==> src/rtl/clk_enable_gen.sv <==
// Multi-channel clock-enable generator: per-channel tick strobes and divided
// square-wave levels derived from the system clock, with glitch-free divisor updates.
module clk_enable_gen #(
  parameter int  NUM_CH      = 4,
  parameter int  DIV_W       = 16,
  parameter int  DEFAULT_DIV = 2,
  localparam int CH_W        = (NUM_CH > 1) ? $clog2(NUM_CH) : 1
) (
  input  logic              clk,
  input  logic              reset_n,
  input  logic [NUM_CH-1:0] ch_en,
  input  logic              sync,
  input  logic              cfg_valid,
  output logic              cfg_ready,
  input  logic [CH_W-1:0]   cfg_ch,
  input  logic [DIV_W-1:0]  cfg_div,
  output logic [NUM_CH-1:0] tick,
  output logic [NUM_CH-1:0] level,
  output logic [NUM_CH-1:0] pending
);

  localparam logic [DIV_W-1:0] DEF_DIV = DIV_W'(DEFAULT_DIV);

  // Out-of-range channel numbers are always accepted and then dropped.
  always_comb begin
    cfg_ready = 1'b1;
    for (int i = 0; i < NUM_CH; i++) begin
      if (cfg_ch == CH_W'(i)) begin
        cfg_ready = !pending[i];
      end
    end
  end

  for (genvar g = 0; g < NUM_CH; g++) begin : g_ch
    logic [DIV_W-1:0] cnt;
    logic [DIV_W-1:0] div;
    logic [DIV_W-1:0] pdiv;
    logic [DIV_W-1:0] period;
    logic [DIV_W-1:0] cnt_next;
    logic [DIV_W:0]   half;
    logic             wrap;
    logic             load;
    logic             tick_q;
    logic             level_q;
    logic             pend_q;

    // Half-period uses one extra bit so the maximum divisor cannot overflow.
    always_comb begin
      period   = (div == '0) ? DIV_W'(1) : div;
      wrap     = (cnt == period - DIV_W'(1));
      cnt_next = wrap ? '0 : cnt + DIV_W'(1);
      half     = ({1'b0, period} + (DIV_W + 1)'(1)) >> 1;
      load     = cfg_valid && cfg_ready && (cfg_ch == CH_W'(g));
    end

    always_ff @(posedge clk) begin
      if (!reset_n) begin
        cnt     <= '0;
        div     <= DEF_DIV;
        pdiv    <= DEF_DIV;
        pend_q  <= 1'b0;
        tick_q  <= 1'b0;
        level_q <= 1'b0;
      end else begin
        if (sync || !ch_en[g]) begin
          cnt     <= '0;
          tick_q  <= 1'b0;
          level_q <= 1'b0;
          if (pend_q) begin
            div    <= pdiv;
            pend_q <= 1'b0;
          end
        end else begin
          cnt     <= cnt_next;
          tick_q  <= wrap;
          level_q <= ({1'b0, cnt_next} < half);
          if (wrap && pend_q) begin
            div    <= pdiv;
            pend_q <= 1'b0;
          end
        end
        // A load never meets an apply: cfg_ready is low while pending.
        if (load) begin
          pdiv   <= cfg_div;
          pend_q <= 1'b1;
        end
      end
    end

    assign tick[g]    = tick_q;
    assign level[g]   = level_q;
    assign pending[g] = pend_q;
  end

endmodule

==> config.mk <==
export PLATFORM = sky130hd
export DESIGN_NAME = clk_enable_gen
export DESIGN_NICKNAME = d
export VERILOG_FILES = /design/src/rtl/clk_enable_gen.sv
export SDC_FILE = /design/constraint.sdc
export NUM_CORES = 1
export LEC_CHECK = 0
export CORE_MARGIN = 2
export CORE_UTILIZATION = 40
export CTS_CLUSTER_DIAMETER = 100
export DETAILED_ROUTE_END_ITERATION = 12
export SLEW_MARGIN = 25
export SYNTH_ARGS = -nofsm -noshare
export SYNTH_HDL_FRONTEND = slang
export SYNTH_SLANG_ARGS = --single-unit
==> constraint.sdc <==
create_clock -name clk -period 10.6 [get_ports clk]
set_input_delay 1.06 -clock clk [delete_from_list [all_inputs] [get_ports clk]]
set_output_delay 1.06 -clock clk [all_outputs]
set_load 0.005 [all_outputs]
; ---- Yosys cells after proc, flatten, opt, wreduce, memory -nomap -nowiden
; Index checks and enable logic that the tools add are counted.
[classes]
bitwise_logic = 1
addsub = 12
reduce_logical = 42
n_eq_ne = 11
n_lt_le_gt_ge = 4
n_mux = 36
[ops]
columns = op, count
row1 = 16-bit 2-to-1 mux, 20
row2 = "16-bit by 1-bit adder with 17-bit output, second input constant", 4
row3 = "16-bit by 1-bit adder with 16-bit output, second input constant", 4
row4 = 16-bit equality test, 4
row5 = 16-bit logical NOT, 4
row6 = 16-bit less-than comparator, 4
row7 = "16-bit by 1-bit subtractor with 16-bit output, second input constant", 4
row8 = 1-bit 2-to-1 mux, 16
row9 = 3-bit nonzero test, 4
row10 = 1-bit logical AND, 9
row11 = 1-bit logical NOT, 8
row12 = "2-bit inequality test, second input constant", 4
row13 = 2-bit AND reduction, 4
row14 = 2-bit nonzero test, 4
row15 = 2-bit OR reduction, 4
row16 = "2-bit equality test, second input constant", 2
row17 = 1-bit logical OR, 4
row18 = "2-bit by 1-bit equality test with 1-bit output, second input constant", 1
row19 = 2-bit logical NOT, 1
row20 = 1-bit inverter, 1
[totals]
reg_bits = 204
input_bits = 26
word_cells = 130

; ---- Depth between registers and ports, before layout
[logic_depth]
depth_word = 8
mapped_depth = 25

; ---- Least setup slack after synthesis
; Ideal clock, no wire load.
[synth_path]
path_kind = register -> register
from = reg g_ch[2].div[5]
to = reg g_ch[2].level_q
synth_period_minus_slack_ns = 5.132
path_slack_ns = 5.468
stages_incl_launch_ff = 23
arrival_ns = 5.011
required_ns = 10.478
cell_sequence = dfxtp_1 clkbuf_1 or4_1 clkbuf_1 or3_1 nor2_1 nor2_1 ha_1 xnor2_1 a221o_1 a211oi_1 o2111ai_1 nor4_1 and3_1 clkbuf_1 buf_2 nor2_1 ha_1 nand4_1 a2111oi_0 nand2_1 or2_2 o311a_1
[synth_between]
elab_chain_cells = 6
elab_cells_between_ends = 7
cone_classes = 2 x add/sub / 1 x order compare / 1 x eq/ne / 2 x mux / 1 x reduce/logical
[synth_rtl]
columns = item, line
row1 = start: declaration, 36  ; logic [DIV_W-1:0] div;
row2 = start signal: assignment, 70  ; div <= pdiv;
row3 = start signal: assignment, 78  ; div <= pdiv;
row4 = 16-bit logical NOT, 49  ; period = (div == '0) ? DIV_W'(1) : div;
row5 = 16-bit 2-to-1 mux *, 49
row6 = 16-bit by 1-bit subtractor with 16-bit output *, 50  ; wrap = (cnt == period - DIV_W'(1));
row7 = 16-bit equality test *, 50
row8 = 16-bit 2-to-1 mux *, 51  ; cnt_next = wrap ? '0 : cnt + DIV_W'(1);
row9 = named net g_ch[2].cnt_next[7], 39  ; logic [DIV_W-1:0] cnt_next;
row10 = 16-bit less-than comparator *, 76  ; level_q <= ({1'b0, cnt_next} < half);
row11 = end signal: assignment, 76
row12 = end: declaration, 44  ; logic level_q;
; The timed path passes the listed nets; every way through them passes the cells marked *.
; A chain may end at the register's enable or synchronous reset.

; ---- Final worst setup path
[layout_path]
from = reg g_ch[1].div[4]
to = reg g_ch[1].level_q
[layout_between]
elab_chain_cells = 6
elab_cells_between_ends = 7
cone_classes = 2 x add/sub / 1 x order compare / 1 x eq/ne / 2 x mux / 1 x reduce/logical
[layout_rtl]
columns = item, line
row1 = start: declaration, 36
row2 = start signal: assignment, 70
row3 = start signal: assignment, 78
row4 = 16-bit logical NOT, 49
row5 = 16-bit 2-to-1 mux *, 49
row6 = 16-bit by 1-bit subtractor with 16-bit output *, 50
row7 = 16-bit equality test *, 50
row8 = 16-bit 2-to-1 mux *, 51
row9 = named net g_ch[1].cnt_next[9], 39
row10 = 16-bit less-than comparator *, 76
row11 = end signal: assignment, 76
row12 = end: declaration, 44
; Marks and branches as above.

==> impl_metrics.tcl <==
set metrics [dict create \
    final_nets 1762 \
    finalSetupViolCount 0 \
    worst_hold_slack_ns 0.456 \
    cts.htree.levels 1 \
    synth_nets 1826 \
    die_height_um 188 \
    insertedDiodeCount 0 \
    io_buffer_count 38 \
    grt_util_all_layers_pct 19.2 \
    post_cts_resized 0 \
    synth-async-reset-ratio_pct 0 \
    synth_cell_type_count 70 \
    yosys-top-cells-area "sky130_fd_sc_hd__dfxtp_1 (30%), sky130_fd_sc_hd__nand2_1 (8.9%), sky130_fd_sc_hd__ha_1 (6.3%)" \
    data_required_time_at_the_worst_endpoint_ns 11.07 \
    layout.cell_area.non_filler_um2 14800 \
    cp_common_cell "sky130_fd_sc_hd__nor2_1" \
    gr-total-overflow 0 \
    clkSinkCount 204 \
    max_clock_freq_ghz 0.167 \
    status "complete, no violations" \
    numCtsBuffers 24 \
    rsz0062_at_grt "no" \
    fp.dieArea_um2 35300 \
    cap_viol_max_count 0 \
    globalplace.congestion 0.892 \
    clock_power_share_pct 50.2 \
    library_cell_contributing_the_largest_single_delay_on_the_critical_path "sky130_fd_sc_hd__nor2_1" \
    pin_count_of_the_biggest_net_entering_global_routing 111 \
    synth_warn 0 \
    finalClockSkew_ns 0.0116 \
    netlist_area_um2 13500 \
    period_needed_ns 6.00 \
    final_cell_mix "sky130_fd_sc_hd__nand2_1 (321), sky130_fd_sc_hd__dfxtp_1 (204), sky130_fd_sc_hd__nor2_1 (147)" \
    crit_arrival_ns 6.46 \
    net-switching-power_uw 410 \
    areaGrowthSynthToFinish_pct 9.47 \
    antenna_found_initial 0 \
    mostFrequentLayoutCell "sky130_fd_sc_hd__nand2_1" \
    worst_slew_pin_slew_ns 0.975 \
    drc 0 \
    hold_path.class "reg2reg" \
    synth_seq_area_share_pct 30.2 \
    std_cell_rows 67 \
    finalHoldViolCount 0 \
    clock-root-buffer "sky130_fd_sc_hd__clkbuf_16" \
    cts_tree "yes" \
    vias 11500 \
    final_max_slew_viol_count 0 \
    met1_usage_pct 26.6 \
    top_level_ports 39 \
    postSynthRegisterBits 204 \
    critPathCaptureType "register" \
    met2_usage_pct 31.0 \
    switching_share_pct 22.7 \
    grt_util_met3_pct 2.41 \
    grt_first_pass_wirelength_um 56300 \
    netlist.top_cell.by_area "sky130_fd_sc_hd__dfxtp_1" \
    grt_busiest_layer "met2" \
    number_of_global_route_vias_before_repair 10800 \
    synth_ff_type "sky130_fd_sc_hd__dfxtp_1" \
    postCtsSetupBuffers 0 \
    initial_utilization_pct 40.4 \
    final.period_utilization_pct 56.6 \
    power.leakage_uw 0.00561 \
    slew_headroom_pct 34.8 \
    avgSynthCellArea_um2 7.81 \
    clk_path_buf_depth 3 \
    detailed_place.area_um2 13900 \
    final_util_pct 44.2 \
    fp.dieW_um 188 \
    seq_power_share_pct 43.7 \
    post_synth_edffs 0 \
    p_int_uw 1400 \
    placeableCoreArea_um2 33400 \
    crit_path_cell_trace "or4_1 > nor3_1 > a31oi_1 > ha_1 > and2_1 > o21a_1 > o21ai_0 > o2111ai_1 > a2111o_1 > nor2_1 > nor2_1 > ha_1 > a21o_1 > a21o_1 > a21oi_1 > nor2_1 > a2111oi_0 > nand4_1 > o21ai_0" \
    finalSetupTns_ns 0 \
    worst_setup_path_start_kind "register" \
    p_per_area_nw_per_um2 122 \
    drt-vias-per-instance 5.40 \
    drt_pass1_iterations 5 \
    cts_hold_repair.buffers 0 \
    timing.setup.critical_path_class "reg2reg" \
    drtAntennaViolNets 0 \
    mean_routed_wirelength_per_cell_um 16.1 \
    post_route_cells_drive_above_1_share_pct 4.34 \
    worst_skew_pair.late_latency_ns 0.53 \
    routed_wirelength_um 34400 \
    drt_iter0_drc 749 \
    postSynthCellCount 1732 \
    dpl.hpwl_um 25300 \
    peakVddDrop_mv 0.0973 \
    clock_transition_at_path_regs_ns 0.06 \
    cpPeakStageDelay_ns 0.78 \
    critical_path_peak_fanout 15 \
    combinationalPowerShare_pct 6.1 \
    netlist.area_leader.share_pct 30.2 \
]
==> through the flow <==
stage | power [uW] | std cells | worst slack, ns
after floorplan | 877 | 1732 | 5.47
after global placement | 915 | 2090 | 4.55
after detailed placement | 916 | 2090 | 4.37
after CTS | 1830 | 2131 | 4.36
after global routing | 1870 | 2131 | 4.08
final | 1810 | 2131 | 4.60
==> area by class of cell <==
type / count / area (um2)
clock buffer: 31 / 688
clock inverter: 10 / 180
fill: 3406 / 18600
inverter: 22 / 82.6
multi-input combinational: 1368 / 8750
sequential: 204 / 4080
tap: 448 / 561
timing repair buffer: 48 / 453
==> synthesized netlist by cell type (all sizes together), types with 7 or more instances <==
cell and n:
nor3 64, nand4 33, and2 9, nand3 60, nor4 24, or4 18, a21oi 30, clkbuf 109
nor2b 26, or3 17, o211ai 10, nand2b 11, a211oi 11, dfxtp 204, and3 41, nor2 147
inv 22, o21ai 29, buf 29, nor3b 13, ha 68, or2 7, o21a 10, a21boi 63
a21o 20, mux2i 75, nand2 321, and4 12, xnor2 84, xor2 89
==> worst paths after layout <==
path,end,from,cells past startpoint,slack [ns]
setup / recovery,g_ch[1].level_q$_SDFF_PP0_,g_ch[1].div[4]$_SDFFE_PN0P_,19,4.60
setup reg to reg,g_ch[1].level_q$_SDFF_PP0_,g_ch[1].div[4]$_SDFFE_PN0P_,19,4.60
hold / removal,g_ch[2].div[11]$_SDFFE_PN0P_,g_ch[2].pdiv[11]$_SDFFE_PN0P_,2,0.46
hold reg to reg,g_ch[2].div[11]$_SDFFE_PN0P_,g_ch[2].pdiv[11]$_SDFFE_PN0P_,2,0.46
==> routing by layer <==
metal,up-vias,part of all wire [%]
met2,200,44
li1,5857,-
met5,-,0
met3,54,3.8
met4,0,2.6
met1,5390,50
==> critical path, delay by kind of cell (launching register included) <==
family / cells / cell delay, ns
AOI/OAI and AO/OA: 10 / 2.48
adders and majority gates: 2 / 0.61
and+or+nand+nor: 7 / 2.45
DFF: 1 / 0.40
==> logic make-up after synthesis <==
group	after synthesis	synth area share, %
and+or+nand+nor	816	28.8
AOI/OAI and AO/OA	236	12.8
DFF	204	30.2
xor gates and xnor gates	173	11.2
buffers and inverters	160	5.17
muxes	75	5.55
adders and majority gates	68	6.29
==> power by group through the flow <==
stage | clock (uW) | combinational (uW) | sequential (uW)
floorplan | 0 | 77.5 | 800
global route | 959 | 122 | 790
global placement | 0 | 110 | 806
CTS | 928 | 111 | 789
finish | 907 | 111 | 789
detailed placement | 0 | 110 | 806
==> flip-flops by register name, summed over array words and instances, names as in the netlist <==
register      cells
g_ch.pend_q       4
g_ch.pdiv        64
g_ch.tick_q       4
g_ch.level_q      4
g_ch.div         64
g_ch.cnt         64
(Power assumes the default switching activity.)
